## src/rtl/simdev_req_ctrl.sv

```systemverilog
// rtl/simdev_req_ctrl.sv - request sequencer for the simple adder device
// One request in flight: latch operands, pulse dev_ena, await dev_ok or timeout, return response.
module simdev_req_ctrl #(
   parameter int TAG_W   = 4,
   parameter int TIMEOUT = 32,
   parameter int CNT_W   = 16
) (
   input  logic             clk,
   input  logic             rst,
   input  logic             req_valid,
   output logic             req_ready,
   input  logic [7:0]       req_a,
   input  logic [7:0]       req_b,
   input  logic [TAG_W-1:0] req_tag,
   output logic             dev_ena,
   output logic [7:0]       dev_a,
   output logic [7:0]       dev_b,
   input  logic [7:0]       dev_out,
   input  logic             dev_ok,
   output logic             rsp_valid,
   input  logic             rsp_ready,
   output logic [7:0]       rsp_data,
   output logic [TAG_W-1:0] rsp_tag,
   output logic             rsp_err,
   output logic             busy,
   output logic [CNT_W-1:0] done_cnt,
   output logic [CNT_W-1:0] err_cnt
);

   typedef enum logic [1:0] {IDLE, ISSUE, WAIT, RESP} state_t;

   state_t     state;
   logic [7:0] timer;

   // Ready is decoded so a request can be taken in the very first IDLE cycle.
   assign req_ready = (state == IDLE) && !rst;

   always_ff @(posedge clk or posedge rst) begin
      if (rst) begin
         state     <= IDLE;
         timer     <= '0;
         dev_ena   <= 1'b0;
         dev_a     <= '0;
         dev_b     <= '0;
         rsp_valid <= 1'b0;
         rsp_data  <= '0;
         rsp_tag   <= '0;
         rsp_err   <= 1'b0;
         busy      <= 1'b0;
         done_cnt  <= '0;
         err_cnt   <= '0;
      end else begin
         case (state)
            IDLE: begin
               if (req_valid) begin
                  dev_a   <= req_a;
                  dev_b   <= req_b;
                  rsp_tag <= req_tag;
                  dev_ena <= 1'b1;
                  busy    <= 1'b1;
                  state   <= ISSUE;
               end
            end
            ISSUE: begin
               dev_ena <= 1'b0;
               timer   <= '0;
               state   <= WAIT;
            end
            WAIT: begin
               timer <= timer + 8'd1;
               // A completion in the last watchdog cycle still counts as a normal result.
               if (dev_ok) begin
                  rsp_data  <= dev_out;
                  rsp_err   <= 1'b0;
                  rsp_valid <= 1'b1;
                  state     <= RESP;
               end else if (timer == 8'(TIMEOUT - 1)) begin
                  rsp_data  <= '0;
                  rsp_err   <= 1'b1;
                  rsp_valid <= 1'b1;
                  state     <= RESP;
               end
            end
            RESP: begin
               if (rsp_ready) begin
                  rsp_valid <= 1'b0;
                  busy      <= 1'b0;
                  state     <= IDLE;
                  if (rsp_err) begin
                     if (err_cnt != '1) err_cnt <= err_cnt + CNT_W'(1);
                  end else begin
                     if (done_cnt != '1) done_cnt <= done_cnt + CNT_W'(1);
                  end
               end
            end
            default: state <= IDLE;
         endcase
      end
   end

endmodule

```

## config.mk

```make
export PLATFORM = sky130hd
export DESIGN_NAME = simdev_req_ctrl
export DESIGN_NICKNAME = d
export VERILOG_FILES = /design/src/rtl/simdev_req_ctrl.sv
export SDC_FILE = /design/constraint.sdc
export NUM_CORES = 1
export LEC_CHECK = 0
export BUFFER_PORTS_ARGS = -buffer_cell sky130_fd_sc_hd__buf_2
export CAP_MARGIN = 5
export CORE_MARGIN = 5
export CORE_UTILIZATION = 54
export CTS_BUF_LIST = sky130_fd_sc_hd__clkbuf_4
export DETAILED_ROUTE_END_ITERATION = 8
export PLACE_DENSITY = 0.83
export SYNTH_ARGS = -nofsm -noshare
export SYNTH_HDL_FRONTEND = slang
export SYNTH_SLANG_ARGS = --single-unit
```

## constraint.sdc

```tcl
create_clock -name clk -period 3.1 [get_ports clk]
set_clock_uncertainty 0.05 [all_clocks]
set_input_delay 0.93 -clock clk [delete_from_list [all_inputs] [get_ports clk]]
set_output_delay 0.93 -clock clk [all_outputs]
set_load 0.02 [all_outputs]
```

==> impl_metrics.json <==
{
  "status": "completed",
  "grt_max_degree": 75,
  "antenna_cells": 0,
  "p_sw_mw": 1.34,
  "wl_met3_um": 590,
  "cap_violations": 0,
  "cts_buffers": 9,
  "final.setup.worst_slack_ns": 0.572,
  "ys_async_sr_fraction_pct": 100,
  "synth.distinct_cells": 43,
  "rsz0062_at_grt": "no",
  "antenna_found_initial": 0,
  "power_frac_comb_pct": 38.2,
  "finalHoldViolCount": 0,
  "cts_hold_buffers": 0,
  "die_area_um2": 7950,
  "io_buffer_count": 97,
  "yosys_warnings": 0,
  "grt.total_usage_pct": 19.2,
  "ys_top_cells_by_area": "dfrtp_1, mux2_2, xnor2_1",
  "period_needed_ns": 2.53,
  "holdWs_ns": 0.434,
  "synthCells": 291,
  "max-vdd-ir-drop_mv": 0.503,
  "setup_viol": 0,
  "maxSlewHeadroom_pct": 45.3,
  "critPathSlowestCell": "dfrtp_1",
  "via_per_inst": 5.39,
  "r2r_slack_ns": 0.97,
  "drc": 0,
  "routabilityCongestion": 0.878,
  "power.internal_mw": 2.18,
  "synth-seq-cells": 74,
  "cts_root_buffer": "clkbuf_4",
  "nets": 433,
  "drt-met1-wl_mm": 3.07,
  "io-pin-count": 98,
  "h-tree-depth": 3,
  "tightestPinTransition_ns": 0.819,
  "clock_latency_ns": 0.42,
  "netlist_area_um2": 3380,
  "drtPass1Iterations": 4,
  "regArea_um2": 1850,
  "drt_iter0_markers": 72,
  "worstSetupEndpointType": "output pin",
  "ys.flop_type": "dfrtp_1",
  "syn2layout_area_growth_pct": 22.0,
  "wirelength_mm": 7.07,
  "grt_pass1_vias": 2497,
  "worstPathMaxFanout": 5,
  "avgSynthCellArea_um2": 11.6,
  "start_util_pct": 56.5,
  "synth_edf_count": 0,
  "slew_violations": 0,
  "fp.coreArea_um2": 5990,
  "cts_sinks": 74,
  "grt_overflow": 0,
  "drive_gt1_share_pct": 35.8,
  "power.leakage_nw": 2.15,
  "worst_path_largest_cell_delay_ns": 0.44,
  "cts_resized": 0,
  "synth_common_cells": "dfrtp_1, nand2_1, mux2_2, nand3_1, xnor2_1",
  "cp.arrival_ns": 1.55,
  "fmax_mhz": 396,
  "synth_most_common_cell": "dfrtp_1",
  "die_w_um": 89.2,
  "tns_ns": 0,
  "path_cells": "inv_1 -> ha_1 -> nor2b_1 -> buf_2",
  "place_worst_setup_slack_ns": 0.672,
  "via_count": 2542,
  "postCtsSetupRepairBufs": 0,
  "cts_tree": "built",
  "die_h_um": 89.2,
  "num_rows": 28,
  "clk_pin_slew_ns": 0.12,
  "hpwl_mm": 5.12,
  "period_share_pct": 81.5,
  "yosysTopAreaCellShare_pct": 54.7,
  "cp.required_ns": 2.12,
  "multi_input_comb_area_um2": 1450,
  "wl_per_cell_um": 15.0,
  "start_kind": "flip-flop",
  "synth_top_cell_by_area": "dfrtp_1",
  "power.density_nw_per_um2": 854,
  "power_frac_seq_pct": 40.5,
  "grt_pass1_wl_mm": 11.7,
  "wl_met2_mm": 3.34,
  "pwr-share-clk_pct": 21.3,
  "power_switching_share_pct": 38.1,
  "ctsLongestPathBuffers": 2,
  "synth_nets": 332,
  "setup.worst_path.class": "flip-flop to output pin",
  "postRouteAntennaNets": 0,
  "fillCellCount": 464,
  "hold_class": "flip-flop to flip-flop",
  "seq_area_frac_synth_pct": 54.7,
  "routed.top_layer": "met4"
}
## sequential cells by signal, indices dropped and copies added (netlist names)
| signal | count |
|---|---|
| state | 2 |
| dev_b | 8 |
| busy | 1 |
| timer | 8 |
| done_cnt | 16 |
| rsp_data | 8 |
| dev_ena | 1 |
| rsp_err | 1 |
| rsp_valid | 1 |
| rsp_tag | 4 |
| dev_a | 8 |
| err_cnt | 16 |
## area by class of cell
type / count / share of cell area, %
clock buffer: 9 / 1.64
timing repair buffer: 98 / 12.2
clock inverter: 7 / 2.85
tap: 75 / 2.27
multi-input combinational: 199 / 35.2
sequential: 74 / 44.9
inverter: 10 / 0.910
## path summary, 6_finish.rpt
kind                                  start          end  cells after the start
worst max register to register     state[0]     state[1]                      5
worst min register to register  rsp_data[0]  rsp_data[0]                      1
max in group asynchronous               rst   err_cnt[4]                      3
worst min-delay path            rsp_data[0]  rsp_data[0]                      1
min in group asynchronous               rst     dev_b[1]                      3
worst max-delay path               state[0]    req_ready                      4
## worst max-delay path: cells and delay by family (launching register included)
kind | cells | cell delay, ns
flip-flops | 1 | 0.44
AND/OR/NAND/NOR | 1 | 0.14
adder cells (fa/ha/maj) | 1 | 0.26
buffers and inverters | 2 | 0.30
## per-stage QoR
| stage | utilization (%) | instance area (um2) | total power [mW] | instances |
|---|---|---|---|---|
| 3_3_place_gp | 65.8 | 3940 | 2.74 | 456 |
| 2_1_floorplan | - | 3380 | 2.36 | 291 |
| 6_report | 68.9 | 4130 | 3.52 | 472 |
| 4_1_cts | 68.9 | 4130 | 3.56 | 472 |
| 5_1_grt | 68.9 | 4130 | 3.76 | 472 |
| 3_5_place_dp | 65.8 | 3940 | 2.80 | 456 |
## power groups by stage
| stage | combinational [mW] | sequential (mW) | clock, mW |
|---|---|---|---|
| floorplan | 0.623 | 1.74 | 0 |
| global placement | 1.32 | 1.43 | 0 |
| detailed placement | 1.36 | 1.45 | 0 |
| CTS | 1.36 | 1.43 | 0.766 |
| global route | 1.47 | 1.47 | 0.819 |
| finish | 1.35 | 1.43 | 0.752 |
## per-layer routing
layer / global-route usage [%] / vias up
met2: 31.7 / 77
met1: 24.4 / 1213
li1: - / 1246
met5: 0 / -
met4: 5.28 / 0
met3: 6.18 / 6
## logic make-up (layout without fill, tap and decap cells)
group | Yosys count | after routing | share of synthesized area, %
xor+xnor | 28 | 28 | 7.25
buf+inv | 18 | 124 | 2.33
simple gates | 104 | 104 | 17.6
flops | 74 | 74 | 54.7
fa+ha+maj | 8 | 8 | 2.96
compound gates | 34 | 34 | 6.84
mux | 25 | 25 | 8.28
## cell usage in the layout (no fill, tap or decap), types with 2 or more instances in the layout
cell type,synthesis,routed
a21o_1,11,11
a21oi_1,5,5
and3_1,12,12
buf_2,0,97
bufinv_16,0,3
clkbuf_4,0,9
clkinv_2,0,2
clkinv_4,0,2
dfrtp_1,74,74
ha_1,8,8
inv_1,10,9
mux2_1,3,3
mux2_2,21,21
nand2_1,24,24
nand2b_1,3,3
nand3_1,19,19
nand4_1,10,10
nand4b_1,2,2
nor2_1,7,7
nor2b_1,2,2
nor3_1,7,7
nor4_1,7,7
o21ai_0,9,9
o22ai_1,2,2
xnor2_1,16,16
xor2_1,12,12
No activity file was read; power rests on OpenSTA's default activity.
